### config.mk
export PLATFORM = sky130hd
export DESIGN_NAME = pipeline_ctrl
export DESIGN_NICKNAME = d
export VERILOG_FILES = /design/src/rtl/pipeline_ctrl.sv
export SDC_FILE = /design/constraint.sdc
export NUM_CORES = 1
export LEC_CHECK = 0
export ABC_AREA = 1
export BUFFER_PORTS_ARGS = -buffer_cell sky130_fd_sc_hd__clkbuf_2
export CORE_MARGIN = 5
export CORE_UTILIZATION = 47
export CTS_BUF_LIST = sky130_fd_sc_hd__clkbuf_4 sky130_fd_sc_hd__clkbuf_8 sky130_fd_sc_hd__clkbuf_16
export DETAILED_ROUTE_END_ITERATION = 8
export GPL_TIMING_DRIVEN = 0
export PLACE_DENSITY = 0.76
export SETUP_SLACK_MARGIN = 0.2
export SYNTH_ARGS = -nofsm -noshare
export SYNTH_HDL_FRONTEND = slang
export SYNTH_SLANG_ARGS = --single-unit
### constraint.sdc
create_clock -name CLK -period 1.7 [get_ports CLK]
set_clock_uncertainty 0.15 [all_clocks]
set_input_delay 0.34 -clock CLK [delete_from_list [all_inputs] [get_ports CLK]]
set_output_delay 0.34 -clock CLK [all_outputs]
set_load 0.01 [all_outputs]
### src/rtl/pipeline_ctrl.sv
// pipeline_ctrl: stall/flush sequencer driving latch enables, bubbles and PC enable
// for the 5-stage pipeline, with saturating stall and branch-flush counters.
module pipeline_ctrl #(
  parameter int LU_BUBBLES = 1,
  parameter int CNT_W = 16
) (
  input  logic             CLK,
  input  logic             nRST,
  input  logic             ihit,
  input  logic             dhit,
  input  logic             mem_req_3,
  input  logic             dREN_out_2,
  input  logic [4:0]       rt_out_2,
  input  logic [4:0]       rs_in_2,
  input  logic [4:0]       rt_in_2,
  input  logic             uses_rt_in_2,
  input  logic             pc_src_3,
  input  logic             halt_out_4,
  output logic             pc_en,
  output logic             ifid_en,
  output logic             idex_en,
  output logic             exmem_en,
  output logic             memwb_en,
  output logic             ifid_flush,
  output logic             idex_flush,
  output logic             exmem_flush,
  output logic             halt,
  output logic [CNT_W-1:0] stall_cnt,
  output logic [CNT_W-1:0] flush_cnt
);
  localparam int LW = (LU_BUBBLES > 1) ? $clog2(LU_BUBBLES) : 1;
  localparam logic [1:0] RUN = 2'd0, DWAIT = 2'd1, LUSTALL = 2'd2, HALT = 2'd3;
  logic [1:0] state, nextState;
  logic [LW-1:0] luCnt, nextLu;
  logic [7:0] ctl;
  logic brTaken, loadUse, luPend;
  assign loadUse = dREN_out_2 && rt_out_2 != 5'd0 &&
                   (rt_out_2 == rs_in_2 || (uses_rt_in_2 && rt_out_2 == rt_in_2));
  // a miss during LUSTALL parks the remaining bubble count in luCnt across DWAIT
  assign luPend = state == LUSTALL || (state == DWAIT && luCnt != '0);
  always_comb begin
    ctl = '0;
    nextState = state;
    nextLu = luCnt;
    brTaken = 1'b0;
    if (state == HALT) nextState = HALT;
    else if (state != DWAIT && halt_out_4) nextState = HALT;
    else if (state == DWAIT ? !dhit : (mem_req_3 && !dhit)) nextState = DWAIT;
    else if (pc_src_3) begin
      ctl = 8'b11111_111;
      brTaken = 1'b1;
      nextState = RUN;
      nextLu = '0;
    end else if (luPend || loadUse) begin
      ctl = 8'b00111_010;
      if (luPend) begin
        nextLu = luCnt - LW'(1);
        nextState = (luCnt == LW'(1)) ? RUN : LUSTALL;
      end else if (LU_BUBBLES > 1) begin
        nextLu = LW'(LU_BUBBLES - 1);
        nextState = LUSTALL;
      end else nextState = RUN;
    end else begin
      ctl = ihit ? 8'b11111_000 : 8'b01111_100;
      nextState = RUN;
    end
  end
  assign {pc_en, ifid_en, idex_en, exmem_en, memwb_en, ifid_flush, idex_flush, exmem_flush} =
    nRST ? ctl : 8'b0;
  assign halt = state == HALT;
  always_ff @(posedge CLK) begin
    if (!nRST) begin
      state <= RUN;
      luCnt <= '0;
      stall_cnt <= '0;
      flush_cnt <= '0;
    end else begin
      state <= nextState;
      luCnt <= nextLu;
      if (state != HALT && !ctl[7] && !(&stall_cnt)) stall_cnt <= stall_cnt + CNT_W'(1);
      if (brTaken && !(&flush_cnt)) flush_cnt <= flush_cnt + CNT_W'(1);
    end
  end
endmodule

# ---- After elaboration in Yosys (flattened, before gate mapping)
# Index checks and enable logic that the tools add are counted.
dict set report totals {
  regBits 35
  elab_cells 61
  output_inout_bits 41
  n_memories 0
  ram_bits 0
  mem_bits_ro 0
  input_bits 24
  latch_bits 0
}
dict set report classes {
  n_lt_le_gt_ge 0
  n_mul 0
  mux 22
  bitwise_logic 3
  n_eq_ne 7
  n_reduce_logical 22
  n_shift 0
  div 0
  n_addsub 3
}
# operator n
set ops {}
lappend ops {{2-to-1 mux 8 bit} 7}
lappend ops {{adder 16 x 1 -> 16 bit (second input constant)} 2}
lappend ops {{AND reduction 16 bit} 2}
lappend ops {{2-to-1 mux 2 bit} 7}
lappend ops {{== test 5 bit} 2}
lappend ops {{logical AND 1 bit} 9}
lappend ops {{2-to-1 mux 1 bit} 8}
lappend ops {{AND reduction 5 bit} 1}
lappend ops {{nonzero test 5 bit} 1}
lappend ops {{== test 2 bit (second input constant)} 2}
lappend ops {{zero test 1 bit} 4}
lappend ops {{nonzero test 2 bit} 2}
lappend ops {{logical OR 1 bit} 3}
lappend ops {{NOT 1 bit} 3}
lappend ops {{== test 2 x 1 -> 1 bit (second input constant)} 1}
lappend ops {{!= test 2 x 1 -> 1 bit (second input constant)} 1}
lappend ops {{!= test 2 bit (second input constant)} 1}
lappend ops {{subtractor 1 bit (second input constant)} 1}

# ---- Depth between registers and ports, before layout
# Gate-level depths: netlist of run 1.
dict set report logic_depth {
  depth_word 13
  depth_mapped 14
  mapped_depth_nobuf 14
}

# ---- Worst setup path before layout of run 1
# OpenSTA, ideal clock, no wires.
dict set report synth_path {
  path_type {flip-flop to output port}
  startpoint {register state[0]}
  endpoint {output ifid_flush}
  path_stages_with_launch 6
  slack_ns -0.337
  required_ns 1.210
  arrival_time_ns 1.547
  path_buffers 0
  path_cell_list {dfxtp_1 nand2_2 clkinv_1 nor3_1 nand2_1 a21oi_1}
}
dict set report synth_between {
  word_cells_on_any_way 15
  cone_classes {4 x eq/ne; 7 x mux; 4 x reduce/logical}
}
# element line_no
set synth_rtl {}
lappend synth_rtl {{from (decl)} 33} ;# logic [1:0] state, nextState;
lappend synth_rtl {{from (signal assigned)} 78} ;# state <= nextState;
lappend synth_rtl {{== test 2 bit} --}
lappend synth_rtl {{via halt} 27} ;# output logic halt,
lappend synth_rtl {{2-to-1 mux 8 bit} 46} ;# if (state == HALT) nextState = HALT;
lappend synth_rtl {{2-to-1 mux 8 bit} 69} ;# nRST ? ctl : 8'b0;
lappend synth_rtl {{to (decl)} 24} ;# output logic ifid_flush,
# The timed path passes the listed nets, and every way through them passes these cells.

# ---- Worst setup path in the final report of run 1
dict set report layout_path {
  startpoint {register state[0]}
  endpoint {output ifid_flush}
}
dict set report layout_between {
  elab_chain_cells 10
  word_cells_on_any_way 15
  cone_classes {4 x eq/ne; 7 x mux; 4 x reduce/logical}
}
# element line_no
set layout_rtl {}
lappend layout_rtl {{== test 2 x 1 -> 1 bit} {40, 48}}
lappend layout_rtl {{logical AND 1 bit} 40} ;# assign luPend = state == LUSTALL || (state == DWAIT && luCnt != '0);
lappend layout_rtl {{logical OR 1 bit} 40}
lappend layout_rtl {{logical OR 1 bit} 54} ;# end else if (luPend || loadUse) begin
lappend layout_rtl {{2-to-1 mux 8 bit} 54}
lappend layout_rtl {{2-to-1 mux 8 bit} 49} ;# else if (pc_src_3) begin
lappend layout_rtl {{2-to-1 mux 8 bit} 48} ;# else if (state == DWAIT ? !dhit : (mem_req_3 && !dhit)) nextState = DWAIT;
lappend layout_rtl {{2-to-1 mux 8 bit} 47} ;# else if (state != DWAIT && halt_out_4) nextState = HALT;
lappend layout_rtl {{2-to-1 mux 8 bit *} 46}
lappend layout_rtl {{2-to-1 mux 8 bit *} 69}
# Every way passes the cells marked *; elsewhere a longest branch is shown, timed or not.

==> flow_summary_export.csv, run 1 <==
group,metric,value,unit
synth,yosysUniqueCellTypes,33,
layout,drive_gt1_share,44.3,%
clock_tree,numClockSinks,35,
routing,first_pass_iters,4,
die,design.core.area,4690,um^2
layout,layout.cells.non_filler,501,
worst_setup_path,slowest_delay,360,ps
sta,fmax,477,MHz
place,hpwl,4350,um
routing,routed_wl,6830,um
die,die-area,6310,um^2
outcome,status,"finished, violations left",
synth,synth-seq-cells,35,
synth,syn_avg_cell_area,6.59,um^2
routing,wl_per_cell,13.6,um
synth,synth_area,2270,um^2
power_and_ir_drop,leakage,1.54,nW
power_and_ir_drop,power.density,611,nW/um^2
global_route,antenna_found_initial,0,
global_route,grt_use_met1,26.6,%
sta,tightest_slew,683,ps
outcome,violations,"negative setup slack",
sta,slew_viol_final,0,
sta,rsz0062_at_grt,"yes",
worst_setup_path,endpoint_kind,"primary output",
clock_tree,clkLatencyLatePin,290,ps
routing,antenna_left,0,
synth,synth_top_family_by_area,"simple AND/OR/NAND/NOR gates",
synth,synth_compound_gate_area_share,10.9,%
clock_tree,cts_max_level,2,
global_route,grtUsageTotal,22.2,%
die,fp.dieW,79.4,um
sta,hold_ws,170,ps
worst_setup_path,cp.arrival,1610,ps
global_route,gr-usage-met2,38.7,%
sta,finalCritPeriodShare,123,%
clock_tree,clk_pin_slew,70,ps
worst_setup_path,slowest_stage,"dfxtp_2",
sta,final.min_clock_period,2100,ps
layout,nets,472,
synth,ys_warn_count,0,
global_route,grt_overflow,0,
synth,synthMuxAreaShare,0,%
layout,areaGrowthSynthToFinish,50.0,%
layout,nFillCells,347,
synth,yosys.area_share.simple,39.8,%
global_route,grt_use_met3,4.40,%
layout,antenna_cells,0,
clock_tree,cts_root_buf,"clkbuf_8",
worst_setup_path,path_class,"flop to primary output",
worst_setup_path,crit_path_max_fanout,3,
run,drv_cap,0,
sta,finalSetupViolCount,41,
clock_tree,cts_buffers,5,
worst_setup_path,startpoint_type,"flop",
synth,syn_nets,370,
sta,maxSlewHeadroom,54.5,%
routing,drt_iter0_drc,189,
layout,multiInputGateArea,1600,um^2
die,dieHeight,79.4,um
worst_hold_path,hold_path_class,"primary input to flop",
global_route,grt_max_degree,11,
synth,yosys.area_share.adder,1.10,%
clock_tree,cts_tree,"built",
global_route,grt_pass1_vias,2618,
layout,ff_latch_area,726,um^2
power_and_ir_drop,max-vdd-ir-drop,432,uV
global_route,busiest_layer,"met2",
synth,syn_inst,344,
die,start_util,48.3,%
synth,ys_seq_area_share,30.9,%
routing,drc,0,
global_route,grt_pass1_wl,11400,um
routing,via_per_inst,5.32,
clock_tree,cts_buffer_depth,2,
place,gp_congestion,0.871,
die,num_rows,25,
sta,finalWorstSetupSlack,-397,ps
worst_setup_path,crit_chain,"inv_2, nor2_4, inv_2, nand2_4, nand2_4, nor3_4, nand2_2, a21oi_2, buf_2",
clock_tree,hold_buffers,0,
sta,finalHoldViolations,0,
synth,synth_xor_area_share,6.96,%
worst_setup_path,cp.required,1210,ps
place,placed_cells,462,
routing,vias,2667,
place,port_buffers,64,
die,ios,65,
## critical path: cells and delay by family (launching register included)
family	cells	cell delay [ps]
DFF	1	360
buffers and inverters	3	270
and+or+nand+nor	5	560
AOI/OAI and AO/OA	1	120
## cells in the mapped netlist
cell type   n  area [um^2]
nor2_2      1         6.26
clkinv_1    1         3.75
nor3b_4     1         18.8
nor4_1      3         18.8
xnor2_1     5         43.8
nand4_1    19          119
nor2_1     42          158
nand2_1    82          308
inv_1      39          146
nand3_4     1         17.5
ha_1        2         25.0
xor2_1     13          114
a31oi_1     1         6.26
nor3_4      1         16.3
clkbuf_1    3         11.3
nand3_1    14         70.1
buf_1       1         3.75
o21bai_1    1         7.51
a21oi_1    20          100
nor4_2      1         12.5
a21oi_2     8         70.1
a211oi_1    1         7.51
and3b_1     1         8.76
o21ai_1     6         30.0
nor2_4      1         11.3
inv_2       6         22.5
buf_8       1         15.0
o21ai_0     5         25.0
buf_4       3         22.5
dfxtp_1    35          701
nand2_2    13         81.3
buf_2       2         10.0
nor3_1     11         55.1
## final timing paths
kind	from	endpoint	slack (ps)	cells past startpoint
worst min register to register	stall_cnt[8]$_SDFFE_PN0P_	stall_cnt[8]$_SDFFE_PN0P_	330	2
worst min-delay path	nRST	flush_cnt[3]$_SDFFE_PN0P_	170	3
worst max register to register	state[0]$_SDFF_PN0_	flush_cnt[4]$_SDFFE_PN0P_	-280	14
worst max-delay path	state[0]$_SDFF_PN0_	ifid_flush	-400	9
## layout by cell type (no fill, tap or decap), types with 5 or more instances in the layout
cell,netlist,routed
nor3_1,11,9
xor2_1,13,13
nand2_4,0,9
buf_4,3,16
nand2_1,82,70
clkbuf_2,0,60
dfxtp_1,35,25
xnor2_1,5,5
buf_6,0,17
nor2_1,42,34
nand3_1,14,9
dfxtp_4,0,5
nor2_4,1,7
nand2_2,13,16
inv_1,39,37
a21oi_1,20,13
dfxtp_2,0,5
a21oi_2,8,15
nand3_2,0,5
clkbuf_8,0,5
o21ai_1,6,7
inv_2,6,7
nand4_1,19,19
## registers in the layout (all words and copies together), names as in the netlist
register and cells:
flush_cnt 16, state 2, luCnt 1, stall_cnt 16
## layout make-up
type | instances | share of cell area, %
multi-input cells | 254 | 47.1
plain buffers | 10 | 2.69
repair buffers | 94 | 19.1
clock buffers | 7 | 2.47
well taps | 54 | 1.99
clock inverters | 1 | 0.147
inverters | 46 | 5.23
flip-flops and latches | 35 | 21.4
## what timing repair did
item	in CTS	in global routing
pin swaps	15	15
setup buffers	22	6
gates resized for setup	33	39
gates cloned	3	0
setup endpoints to repair	42	42
## report_power, final
group / switching [mW] / internal, mW / total (mW) / leakage, nW
combinational: 0.292 / 0.286 / 0.578 / 1.20
sequential: 0.0273 / 0.844 / 0.871 / 0.289
clock: 0.306 / 0.320 / 0.626 / 0.0491
total: 0.626 / 1.45 / 2.08 / 1.54
## routing by layer
metal / routed length (um) / vias up / part of all wire (%)
met1: 2830 / 1228 / 41
met5: 0 / - / 0
met4: 140 / 0 / 2.0
met3: 450 / 18 / 6.6
li1: - / 1320 / -
met2: 3410 / 101 / 50
## kinds of logic after synthesis
| group | count (synthesis) |
|---|---|
| simple gates | 191 |
| buf+inv | 56 |
| compound gates | 42 |
| flops | 35 |
| xor+xnor | 18 |
| fa+ha+maj | 2 |
## through the flow
stage	setup TNS (ps)	power, mW	cell area (um^2)	setup WS, ps	utilization [%]
after global placement	-7000	1.23	2800	-269	59.6
after floorplan	-1260	1.13	2410	-106	-
after global routing	-14460	2.18	3400	-496	72.4
after CTS	-7220	2.02	3220	-368	68.7
final	-9550	2.08	3400	-397	72.4
after detailed placement	-7830	1.24	2800	-289	59.6
No activity file was read; power rests on OpenSTA's default activity.
==> inputs of run 2 (changes only) <==
- CORE_UTILIZATION: 47 -> 52
- PLACE_DENSITY: 0.76 -> 0.9
- clock period: 1.7 -> 2.35 ns (I/O delays scaled with it)
==> flow_summary_export.csv, run 2 (synthesis gave the netlist of run 1 again) <==
group,metric,value,unit
global_route,grtUsageTotal,20.2,%
routing,wl_per_cell,13.3,um
worst_setup_path,startpoint_type,"flop",
power_and_ir_drop,netSwitchingFraction,29.3,%
global_route,grt_pass1_wl,9970,um
clock_tree,clk_pin_slew,60,ps
routing,via_per_inst,5.42,
sta,finalSetupTns,0,ps
clock_tree,cts_root_buf,"clkbuf_8",
layout,nets,453,
sta,maxSlewHeadroom,56.7,%
clock_tree,cts_buffer_depth,2,
layout,mostFrequentLayoutCells,"nand2_1, clkbuf_2, nor2_1",
routing,vias,2591,
worst_setup_path,path_class,"flop to primary output",
die,die-area,5780,um^2
routing,top_layer,"met4",
power_and_ir_drop,p_total,1.34,mW
worst_setup_path,r2r_end,"stall_cnt[7]$_SDFFE_PN0P_",
worst_setup_path,endpoint_kind,"primary output",
global_route,grt_pass1_vias,2350,
clock_tree,cts_tree,"built",
power_and_ir_drop,pwr-share-comb,22.1,%
power_and_ir_drop,max-vdd-ir-drop,216,uV
layout,areaGrowthSynthToFinish,30.9,%
routing,drt_iter0_drc,142,
clock_tree,numClockSinks,35,
layout,layout_commonest_cell,"nand2_1",
global_route,antenna_found_initial,0,
global_route,grt_overflow,0,
sta,finalCritPeriodShare,93.3,%
power_and_ir_drop,p_int,0.944,mW
worst_setup_path,crit_path_max_fanout,3,
worst_setup_path,cp.required,1730,ps
place,hpwl,4340,um
worst_setup_path,r2r_cells,10,
worst_setup_path,reg2reg_setup_slack,290,ps
die,fp.dieW,76.0,um
routing,first_pass_iters,4,
routing,wl_met3,496,um
die,start_util,52.8,%
routing,antenna_left,0,
worst_setup_path,cp-startpoint,"state[0]$_SDFF_PN0_",
sta,finalHoldViolations,0,
global_route,grt_max_degree,11,
clock_tree,cts_max_level,2,
place,dp_slack,167,ps
place,port_buffers,64,
power_and_ir_drop,p_seq_share,47.4,%
run,drv_cap,0,
power_and_ir_drop,power.density,450,nW/um^2
layout,reg.largest.list,"flush_cnt (16), stall_cnt (16), state (2)",
worst_setup_path,cp.arrival,1570,ps
power_and_ir_drop,p_switching,0.392,mW
routing,met1Wirelength,2650,um
die,num_rows,24,
clock_tree,clkLatencyLatePin,280,ps
layout,final_util,69.1,%
worst_hold_path,hold_path_class,"primary input to flop",
outcome,status,"completed",
layout,antenna_cells,0,
power_and_ir_drop,leakage,1.35,nW
clock_tree,hold_buffers,0,
power_and_ir_drop,clockPowerShare,30.5,%
sta,final.min_clock_period,2190,ps
routing,met2_length,3060,um
clock_tree,cts_buffers,5,
routing,routed_wl,6370,um
layout,drive_gt1_share,33.6,%
sta,rsz0062_at_grt,"yes",
sta,tightest_slew,649,ps
die,design.core.area,4290,um^2
sta,fmax,456,MHz
sta,finalWorstSetupSlack,157,ps
sta,slew_viol_final,0,
place,gp_congestion,0.934,
sta,finalSetupViolCount,0,
die,dieHeight,76.0,um
worst_setup_path,endpoint,"exmem_flush",
worst_setup_path,reg2reg_from,"stall_cnt[0]$_SDFFE_PN0P_",
routing,drc,0,
die,ios,65,
-- run 2: how the worst min path moves through the flow --
stage	start	endpoint	cells past startpoint
after floorplan	luCnt$_SDFFE_PN0P_	luCnt$_SDFFE_PN0P_	2
after global placement	flush_cnt[15]$_SDFFE_PN0P_	flush_cnt[15]$_SDFFE_PN0P_	2
after detailed placement	flush_cnt[15]$_SDFFE_PN0P_	flush_cnt[15]$_SDFFE_PN0P_	2
after CTS	nRST	flush_cnt[0]$_SDFFE_PN0P_	3
after global routing	nRST	flush_cnt[3]$_SDFFE_PN0P_	3
final	nRST	flush_cnt[0]$_SDFFE_PN0P_	3
-- run 2: power groups by stage --
stage          sequential [mW]  clock, mW  combinational (mW)
6_report                 0.633      0.407               0.295
5_1_grt                  0.634      0.438               0.325
4_1_cts                  0.626      0.416               0.254
3_5_place_dp             0.638          0               0.230
3_3_place_gp             0.638          0               0.223
2_1_floorplan            0.640          0               0.147
-- run 2: per-layer routing --
layer	GRT usage (%)	vias up
li1	-	1278
met1	22.8	1193
met2	35.7	108
met3	5.20	12
met4	8.19	0
met5	0	-
-- run 2: repair_timing --
action	in CTS	in global routing
resized for setup	11	34
buffers inserted	6	6
pin swaps	6	8
endpoints found under the setup margin	9	22
-- run 2: stage by stage --
stage                     hold WS (ps)  instances  instance area [um^2]
after floorplan                    328        344                  2270
after global placement             324        460                  2660
after detailed placement           332        460                  2660
after CTS                          312        472                  2810
after global routing               336        478                  2970
final                              328        478                  2970
-- run 2: layout make-up --
type / instances / area, um^2
timing repair buffer: 76 / 430
sequential: 35 / 708
fill: 336 / 1330
inverter: 46 / 176
buffer: 10 / 82.6
tap: 52 / 65.1
multi-input combinational: 253 / 1430
clock buffer: 6 / 76.3
-- run 2: worst max-delay path, cell delays in order, from the launching register on --
cell and delay, ps:
dfxtp_2 360, inv_2 60, nor2_4 100, inv_2 80
nand2_4 80, nand2_4 70, nor2_2 150, nand2_1 130
nor2_2 120, clkbuf_2 140
==> inputs of run 3 (changes only) <==
- CORE_ASPECT_RATIO: not set -> 0.9
==> flow_summary_export.csv, run 3 (synthesis gave the netlist of run 1 again) <==
group,metric,value,unit
clock_tree,numClockSinks,35,
die,design.core.area,4160,um^2
die,ios,65,
worst_setup_path,crit_path_max_fanout,3,
worst_setup_path,startpoint_type,"flop",
sta,finalCritPeriodShare,96.8,%
sta,tightest_slew,600,ps
clock_tree,cts_tree,"built",
global_route,grt_pass1_wl,9670,um
die,dieHeight,72.6,um
sta,maxSlewHeadroom,60.0,%
worst_setup_path,cp.arrival,1650,ps
layout,antenna_cells,0,
routing,antenna_left,0,
global_route,grt_overflow,0,
sta,final.min_clock_period,2270,ps
worst_setup_path,cp.required,1730,ps
sta,rsz0062_at_grt,"yes",
layout,nets,451,
die,start_util,54.5,%
power_and_ir_drop,max-vdd-ir-drop,338,uV
worst_setup_path,reg2reg_setup_slack,330,ps
worst_setup_path,endpoint_kind,"primary output",
die,num_rows,22,
clock_tree,hold_buffers,0,
place,port_buffers,64,
global_route,grtUsageTotal,20.8,%
sta,finalSetupViolCount,0,
sta,fmax,440,MHz
routing,vias,2592,
power_and_ir_drop,power.density,482,nW/um^2
power_and_ir_drop,leakage,1.34,nW
outcome,status,"completed",
clock_tree,cts_buffer_depth,2,
layout,mostFrequentLayoutCells,"nand2_1, clkbuf_2, nor2_1",
sta,slew_viol_final,0,
power_and_ir_drop,p_total,1.41,mW
routing,wl_per_cell,13.1,um
layout,areaGrowthSynthToFinish,29.3,%
routing,drt_iter0_drc,155,
sta,finalSetupTns,0,ps
clock_tree,clkLatencyLatePin,290,ps
routing,drc,0,
layout,reg.largest.list,"flush_cnt (16), stall_cnt (16), state (2)",
global_route,grt_pass1_vias,2294,
run,drv_cap,0,
die,die-area,5780,um^2
routing,first_pass_iters,4,
clock_tree,cts_root_buf,"clkbuf_8",
worst_hold_path,hold_path_class,"primary input to flop",
place,dp_slack,177,ps
clock_tree,clk_pin_slew,70,ps
sta,finalWorstSetupSlack,75.9,ps
place,hpwl,4500,um
worst_setup_path,path_class,"flop to primary output",
routing,routed_wl,6390,um
die,fp.dieW,79.6,um
routing,via_per_inst,5.33,
layout,drive_gt1_share,33.1,%
layout,layout_commonest_cell,"nand2_1",
clock_tree,cts_buffers,5,
global_route,antenna_found_initial,0,
global_route,grt_max_degree,11,
clock_tree,cts_max_level,2,
sta,finalHoldViolations,0,
place,gp_congestion,0.929,
==> run 3: cell type report <==
| cell class | instances | area [um^2] |
|---|---|---|
| Fill cell | 349 | 1230 |
| Sequential cell | 35 | 706 |
| Timing Repair Buffer | 74 | 399 |
| Clock buffer | 8 | 104 |
| Inverter | 46 | 174 |
| Buffer | 10 | 67.6 |
| Multi-Input combinational cell | 253 | 1400 |
| Tap cell | 60 | 75.1 |
==> run 3: critical path, cell delays in order (launching register included) <==
cell	delay, ps
dfxtp_2	350
inv_2	90
nor2_4	40
o21bai_2	210
nand2_4	110
nor3_4	200
nand2_2	120
a21oi_2	110
buf_2	140
==> run 3: power by group <==
part	leakage (nW)	total [mW]	switching [mW]	internal [mW]
Sequential	0.285	0.630	0.0191	0.611
Clock	0.0549	0.499	0.220	0.279
Combinational	1.00	0.282	0.168	0.114
==> run 3: final timing paths <==
path / endpoint / startpoint / depth (start not counted)
worst min register to register: stall_cnt[10]$_SDFFE_PN0P_ / stall_cnt[10]$_SDFFE_PN0P_ / 2
worst max-delay path: ifid_flush / state[0]$_SDFF_PN0_ / 8
worst min-delay path: flush_cnt[0]$_SDFFE_PN0P_ / nRST / 3
worst max register to register: stall_cnt[8]$_SDFFE_PN0P_ / stall_cnt[0]$_SDFFE_PN0P_ / 9
==> run 3: what timing repair did <==
item                                    in CTS  in global routing
pin swaps                                    4                  4
gates resized for setup                     10                 20
endpoints found under the setup margin      20                 22
setup buffers                                6                  4
==> run 3: metrics by stage <==
step	utilization, %	hold slack, ps	std cells	area, um^2
3_3_place_gp	64.1	329	468	2670
4_1_cts	68.3	295	482	2840
2_1_floorplan	-	328	344	2270
6_report	70.5	300	486	2930
3_5_place_dp	64.1	336	468	2670
5_1_grt	70.5	331	486	2930
==> run 3: routing by layer <==
layer / track usage [%] / share of wire [%] / vias to the layer above
li1: - / - / 1273
met1: 25.2 / 42 / 1204
met2: 36.0 / 49 / 102
met3: 3.83 / 7.0 / 13
met4: 8.97 / 2.1 / 0
met5: 0 / 0 / -
